--- config.mk ---
export PLATFORM = sky130hd
export DESIGN_NAME = gcd_requester_flat
export DESIGN_NICKNAME = d
export VERILOG_FILES = /design/src/rtl/gcd_requester_if.sv /design/src/rtl/gcd_requester.sv /design/src/flat_wrapper.sv
export SDC_FILE = /design/constraint.sdc
export NUM_CORES = 1
export LEC_CHECK = 0
export ABC_AREA = 1
export BUFFER_PORTS_ARGS = -buffer_cell sky130_fd_sc_hd__clkbuf_2
export CAP_MARGIN = 15
export CELL_PAD_IN_SITES_DETAIL_PLACEMENT = 1
export CELL_PAD_IN_SITES_GLOBAL_PLACEMENT = 1
export CORE_UTILIZATION = 30
export DETAILED_ROUTE_END_ITERATION = 8
export PLACE_DENSITY = 0.72
export RECOVER_POWER = 50
export SLEW_MARGIN = 20
export SYNTH_ARGS = -nofsm -noshare
export SYNTH_HDL_FRONTEND = slang
export SYNTH_SLANG_ARGS = --single-unit
--- constraint.sdc ---
create_clock -name clk -period 4.45 [get_ports clk]
set_input_delay 0.2225 -clock clk [delete_from_list [all_inputs] [get_ports clk]]
set_output_delay 0.2225 -clock clk [all_outputs]
set_load 0.05 [all_outputs]
--- src/rtl/gcd_requester_if.sv ---
// Val/rdy operand and result channels between a gcd traffic generator and a gcd unit.
interface gcd_requester_if #(
  parameter int W = 16
);
  logic [W-1:0] operands_bits_A;
  logic [W-1:0] operands_bits_B;
  logic         operands_val;
  logic         operands_rdy;
  logic [W-1:0] result_bits_data;
  logic         result_val;
  logic         result_rdy;

  modport master (
    output operands_bits_A, operands_bits_B, operands_val,
    input  operands_rdy,
    input  result_bits_data, result_val,
    output result_rdy
  );

  modport slave (
    input  operands_bits_A, operands_bits_B, operands_val,
    output operands_rdy,
    output result_bits_data, result_val,
    input  result_rdy
  );
endinterface

--- src/rtl/gcd_requester.sv ---
// Issues LFSR operand pairs to a gcd unit one at a time, folds results into a
// rotating checksum and tracks the worst operand-to-result latency.
module gcd_requester #(
  parameter int             W      = 16,
  parameter int             CNT_W  = 16,
  parameter logic [W-1:0]   SEED_A = 16'h1234,
  parameter logic [W-1:0]   SEED_B = 16'h00F0,
  parameter logic [W-1:0]   POLY   = 16'hB400
) (
  input  logic              clk,
  input  logic              reset,
  input  logic              start,
  input  logic [CNT_W-1:0]  num_ops,
  input  logic [3:0]        rdy_delay,
  gcd_requester_if.master   bus,
  output logic              busy,
  output logic              done,
  output logic [CNT_W-1:0]  ops_sent,
  output logic [CNT_W-1:0]  results_recv,
  output logic [W-1:0]      checksum,
  output logic [CNT_W-1:0]  max_latency
);

  typedef enum logic [1:0] {IDLE, SEND, WAIT, DONE} state_t;

  state_t           state;
  logic [W-1:0]     lfsr_a, lfsr_b;
  logic [CNT_W-1:0] num_ops_q;
  logic [CNT_W-1:0] lat_cnt;
  logic [3:0]       rdy_delay_q;
  logic [3:0]       stall_cnt;
  logic             operands_val_q;
  logic             result_rdy_q;

  logic             op_fire, res_fire;
  logic [CNT_W-1:0] recv_next;
  logic [CNT_W-1:0] latency;
  logic [3:0]       stall_next;

  function automatic logic [W-1:0] lfsr_step(input logic [W-1:0] x);
    return x[0] ? ((x >> 1) ^ POLY) : (x >> 1);
  endfunction

  assign bus.operands_bits_A = lfsr_a;
  assign bus.operands_bits_B = lfsr_b;
  assign bus.operands_val    = operands_val_q;
  assign bus.result_rdy      = result_rdy_q;

  always_comb begin
    op_fire    = (state == SEND) && operands_val_q && bus.operands_rdy;
    res_fire   = (state == WAIT) && bus.result_val && result_rdy_q;
    recv_next  = results_recv + CNT_W'(1);
    // Latency reported is 1 + counter, clamped so a saturated counter stays all-ones.
    latency    = (lat_cnt == '1) ? lat_cnt : lat_cnt + CNT_W'(1);
    stall_next = (stall_cnt == 4'hF) ? stall_cnt : stall_cnt + 4'd1;
  end

  // NOTE: all state below is updated with non-blocking assignments so every
  // register samples pre-edge values regardless of statement order.
  always_ff @(posedge clk or posedge reset) begin
    if (reset) begin
      state          <= IDLE;
      lfsr_a         <= SEED_A;
      lfsr_b         <= SEED_B;
      num_ops_q      <= '0;
      rdy_delay_q    <= '0;
      lat_cnt        <= '0;
      stall_cnt      <= '0;
      operands_val_q <= 1'b0;
      result_rdy_q   <= 1'b0;
      busy           <= 1'b0;
      done           <= 1'b0;
      ops_sent       <= '0;
      results_recv   <= '0;
      checksum       <= '0;
      max_latency    <= '0;
    end else begin
      case (state)
        IDLE, DONE: begin
          if (start) begin
            lfsr_a       <= SEED_A;
            lfsr_b       <= SEED_B;
            num_ops_q    <= num_ops;
            rdy_delay_q  <= rdy_delay;
            ops_sent     <= '0;
            results_recv <= '0;
            checksum     <= '0;
            max_latency  <= '0;
            if (num_ops != '0) begin
              state          <= SEND;
              operands_val_q <= 1'b1;
              busy           <= 1'b1;
              done           <= 1'b0;
            end else begin
              state <= DONE;
              busy  <= 1'b0;
              done  <= 1'b1;
            end
          end
        end

        SEND: begin
          if (op_fire) begin
            ops_sent       <= ops_sent + CNT_W'(1);
            lfsr_a         <= lfsr_step(lfsr_a);
            lfsr_b         <= lfsr_step(lfsr_b);
            lat_cnt        <= '0;
            stall_cnt      <= '0;
            operands_val_q <= 1'b0;
            result_rdy_q   <= (rdy_delay_q == 4'd0);
            state          <= WAIT;
          end
        end

        WAIT: begin
          if (lat_cnt != '1) lat_cnt <= lat_cnt + CNT_W'(1);
          if (res_fire) begin
            checksum     <= {checksum[W-2:0], checksum[W-1]} ^ bus.result_bits_data;
            results_recv <= recv_next;
            max_latency  <= (latency > max_latency) ? latency : max_latency;
            result_rdy_q <= 1'b0;
            if (recv_next == num_ops_q) begin
              state <= DONE;
              busy  <= 1'b0;
              done  <= 1'b1;
            end else begin
              state          <= SEND;
              operands_val_q <= 1'b1;
            end
          end else if (bus.result_val) begin
            // Here result_rdy_q is low, so this cycle is a stall.
            stall_cnt    <= stall_next;
            result_rdy_q <= (stall_next >= rdy_delay_q);
          end
        end

        default: state <= IDLE;
      endcase
    end
  end

endmodule

--- src/flat_wrapper.sv ---
// flat-port wrapper written by rule: the top's interface ports become plain ports
module gcd_requester_flat 
#(
  parameter int             W      = 16,
  parameter int             CNT_W  = 16,
  parameter logic [W-1:0]   SEED_A = 16'h1234,
  parameter logic [W-1:0]   SEED_B = 16'h00F0,
  parameter logic [W-1:0]   POLY   = 16'hB400
)
  (clk, reset, start, num_ops, rdy_delay, busy, done, ops_sent, results_recv, checksum, max_latency, bus_operands_bits_A, bus_operands_bits_B, bus_operands_val, bus_operands_rdy, bus_result_bits_data, bus_result_val, bus_result_rdy);
  gcd_requester_if #(.W(W)) bus_i ();
  input  logic clk;
  input  logic reset;
  input  logic start;
  input  logic [CNT_W-1:0] num_ops;
  input  logic [3:0] rdy_delay;
  output logic busy;
  output logic done;
  output logic [CNT_W-1:0] ops_sent;
  output logic [CNT_W-1:0] results_recv;
  output logic [W-1:0] checksum;
  output logic [CNT_W-1:0] max_latency;
  output wire logic [$bits(bus_i.operands_bits_A)-1:0] bus_operands_bits_A;
  output wire logic [$bits(bus_i.operands_bits_B)-1:0] bus_operands_bits_B;
  output wire logic [$bits(bus_i.operands_val)-1:0] bus_operands_val;
  input wire logic [$bits(bus_i.operands_rdy)-1:0] bus_operands_rdy;
  input wire logic [$bits(bus_i.result_bits_data)-1:0] bus_result_bits_data;
  input wire logic [$bits(bus_i.result_val)-1:0] bus_result_val;
  output wire logic [$bits(bus_i.result_rdy)-1:0] bus_result_rdy;
  assign bus_operands_bits_A = bus_i.operands_bits_A;
  assign bus_operands_bits_B = bus_i.operands_bits_B;
  assign bus_operands_val = bus_i.operands_val;
  assign bus_i.operands_rdy = bus_operands_rdy;
  assign bus_i.result_bits_data = bus_result_bits_data;
  assign bus_i.result_val = bus_result_val;
  assign bus_result_rdy = bus_i.result_rdy;
  gcd_requester #(.W(W), .CNT_W(CNT_W), .SEED_A(SEED_A), .SEED_B(SEED_B), .POLY(POLY)) u_core (.clk(clk), .reset(reset), .start(start), .num_ops(num_ops), .rdy_delay(rdy_delay), .bus(bus_i), .busy(busy), .done(done), .ops_sent(ops_sent), .results_recv(results_recv), .checksum(checksum), .max_latency(max_latency));
endmodule
==> results.md <==
- CP dominant cell by count: nand2_1
- CTS tree: done
- Crit path max fanout: 17
- Die ar.: 26200 µm²
- Clk buf depth: 2
- Family with the most delay on the worst path: simple AND/OR/NAND/NOR gates
- Post-synthesis sequential area ratio: 0.466
- Most common cell after layout, fill and taps aside: nand2_1
- Path length in cells of the critical path: 22
- Dominant synthesized flop cell: dfrtp_1
- Status: complete, but fails checks
- Die Ht: 162 µm
- FF-to-FF setup slack: 0.61 ns
- Fin. max-slew vios: 85
- Grt met1 use: 0.226
- Worst hold path class: input port to flip-flop
- Residual DRC: 0
- Critical Path Sink: u_core.max_latency[9]
- Drt first-iter violations: 292
- Crit Path Class: flip-flop to flip-flop
- Max_cap viols: 1
- Reg2Reg Capture Point: u_core.max_latency[9]
- CTS root buf: clkbuf_16
- Initial antenna violation count: 0
- CTS H-tree depth: 4
- Row cnt: 58
- Least-Margin Pin Slew: 3.29 ns
- Synth warn: 0
- IO Port Bufs: 140
- Leakage: 4.29 nW
- Vias: 6770
- Grt met2 use: 0.293
- Synth Area per Inst: 8.18 µm²
- Vias in the first global route: 7301
- Number of diodes: 0
- Wire length per cell: 15.1 µm
- Worst slew margin: -1.19
- Vias/cell: 4.75
- Nets: 1149
- Crit share post-route: 0.863
- Final hold viol count: 0
- Post-Syn Instances: 936
- Number of flops mapped to enable cells by yosys: 0
- Endpoints failing setup: 0
- Util after Layout: 0.365
- GRT busiest layer: met2
- RSZ-0062 raised after global routing: false
- Critical path data arrival time: 4.20 ns
- Syn Std Cell Area: 7650 µm²
- GR Util met3: 0.0465
- Violated checks: capacitance limit, slew limit
- Detailed Routing Iterations Pass 1: 4
- Clk_skew: 0.0134 ns
- Initial Util: 0.305
- Total global routing overflow: 0
- CP max stage delay: 0.41 ns
- Worst Setup End Kind: flip-flop
- CP Launch Type: flip-flop
- First-pass GRT wire length: 36600 µm
- Pwr Density: 608 nW/µm²
- Synthesized net count: 1004
- Core Region: 25100 µm²
- Worst-Skew Late Latency: 0.43 ns
- Area growth syn-to-layout: 19.9%
- Gr usage total: 0.176
- Final ANT Viol Nets: 0
- Clock transition at path regs: 0.06 ns
- Final min period: 3.84 ns
- CTS sink cnt: 142
- Placer Congestion: 0.780
- #FFs+latches synth: 142
- DIE WIDTH: 162 µm
- # IOs: 141
- Critical path data required time: 4.81 ns
- Peak VDD IR: 0.370 mV
- Final setup TNS: 0 ns
- Pin count of the biggest net entering global routing: 85
- Post-DP HPWL: 15900 µm
- Crit-path cells: ha_1 -> nand3_2 -> nor2_2 -> nand2_2 -> nor2_4 -> nand2_2 -> nor2_2 -> nand4_2 -> o21ai_2 -> ha_1 -> inv_1 -> nor2_1 -> o21ai_0 -> a21oi_1 -> o31ai_1 -> nand2_1 -> nand2_1 -> nand2_1 -> buf_4 -> nand2_1 -> nand2_1 -> nand2_1
- Critical path launch point: u_core.lat_cnt[0]
- R2R depth: 22
- Buffers & Inverters on Critical Path: 2
- FMAX: 260 MHz
- Share of flip-flops with an asynchronous set or reset: 1.00
- Most frequent cells in the layout: nand2_1 (217), inv_1 (139), dfrtp_1 (133), clkbuf_1 (100), o21ai_0 (69)
- Critical path's slowest cell: dfrtp_1
- Post-synthesis cell type count: 44
- Cts bufs inserted: 17
- WL final: 21600 µm
- Share of layout cells above drive strength 1: 0.119
- Worst R2R Start: u_core.lat_cnt[0]
[flip-flops by register name, indices dropped and copies added (netlist names)]
signal                      flops
u_core.bus.operands_bits_A     16
u_core.bus.operands_bits_B     16
u_core.bus.operands_val         1
u_core.bus.result_rdy           1
u_core.busy                     1
u_core.checksum                16
u_core.done                     1
u_core.lat_cnt                 16
u_core.max_latency             16
u_core.num_ops_q               16
u_core.ops_sent                16
u_core.rdy_delay_q              4
u_core.results_recv            16
u_core.stall_cnt                4
u_core.state                    2
[synthesized netlist by cell type (3+ instances only)]
master | instances | share of area
inv_1 | 139 | 0.068
nand3_1 | 63 | 0.041
buf_6 | 4 | 0.0059
nor3_2 | 4 | 0.0052
a22oi_1 | 9 | 0.0088
o21ai_0 | 69 | 0.045
nor2_4 | 3 | 0.0044
nand2_2 | 16 | 0.013
dfstp_2 | 9 | 0.031
ha_1 | 27 | 0.044
o22ai_1 | 35 | 0.029
buf_2 | 7 | 0.0046
nor2_1 | 46 | 0.023
xnor2_1 | 18 | 0.021
o31ai_1 | 14 | 0.014
nand3b_1 | 5 | 0.0049
dfrtp_1 | 133 | 0.43
nand2_1 | 217 | 0.11
inv_2 | 4 | 0.0020
a21oi_1 | 26 | 0.017
clkbuf_1 | 13 | 0.0064
nand4_1 | 16 | 0.013
o21a_1 | 3 | 0.0029
nor2_2 | 8 | 0.0065
nor4_1 | 3 | 0.0025
xor2_1 | 15 | 0.017
nor3_1 | 9 | 0.0059
[final cells by class]
cell class	instances	area [µm²]
Fill cell	3144	15900
Multi-Input combinational cell	623	3410
Clock inverter	14	133
Clock buffer	18	439
Tap cell	330	413
Sequential cell	142	3560
Timing Repair Buffer	152	676
Inverter	145	544
[routing by layer]
| metal | up-vias | part of all wire |
|---|---|---|
| li1 | 3350 | - |
| met1 | 3303 | 0.47 |
| met2 | 101 | 0.47 |
| met3 | 16 | 0.045 |
| met4 | 0 | 0.012 |
| met5 | - | 0 |
[power breakdown]
part / internal [W] / switching (W) / total, W
sequential: 0.00158 / 0.000210 / 0.00179
clock: 0.000792 / 0.000618 / 0.00141
combinational: 0.000580 / 0.00180 / 0.00238
total: 0.00295 / 0.00263 / 0.00558
[tightest hold or removal path, cell delays in order]
cell      delay, ns
clkbuf_2       0.10
nand2_1        0.05
nand2_1        0.05
[timing repair]
action	4_1_cts	5_1_grt
buffers inserted	0	0
endpoints found under the hold margin	32	0
gates resized for setup	0	0
hold buffers	5	0
[worst min path at each step]
stage,startpoint,cells past startpoint,slack [ns],to
2_1_floorplan,num_ops[0],2,0.33,u_core.num_ops_q[0]
3_3_place_gp,reset,2,0.43,u_core.ops_sent[15]
3_5_place_dp,reset,2,0.43,u_core.ops_sent[4]
4_1_cts,num_ops[1],3,0.01,u_core.num_ops_q[1]
5_1_grt,num_ops[0],3,0.04,u_core.num_ops_q[0]
6_report,num_ops[1],3,0.03,u_core.num_ops_q[1]
[stage by stage]
step                worst slack (ns)  hold slack (ns)  instances  power (W)  instance area [µm²]
detailed placement             0.530            0.433       1387    0.00427                 8690
global placement               0.738            0.433       1387    0.00422                 8690
CTS                            0.517           0.0147       1424    0.00571                 9310
global route                  0.0261           0.0381       1424    0.00600                 9180
finish                         0.608           0.0308       1424    0.00558                 9180
floorplan                      0.433            0.332        936    0.00362                 7650
[cells by family after synthesis]
| group | after synthesis | synth area share |
|---|---|---|
| xor gates and xnor gates | 34 | 0.0407 |
| buffers and inverters | 171 | 0.0889 |
| and+or+nand+nor | 398 | 0.235 |
| adders and majority gates | 27 | 0.0441 |
| DFF | 142 | 0.466 |
| AOI/OAI and AO/OA | 164 | 0.125 |
No activity file was read; power rests on OpenSTA's default activity.
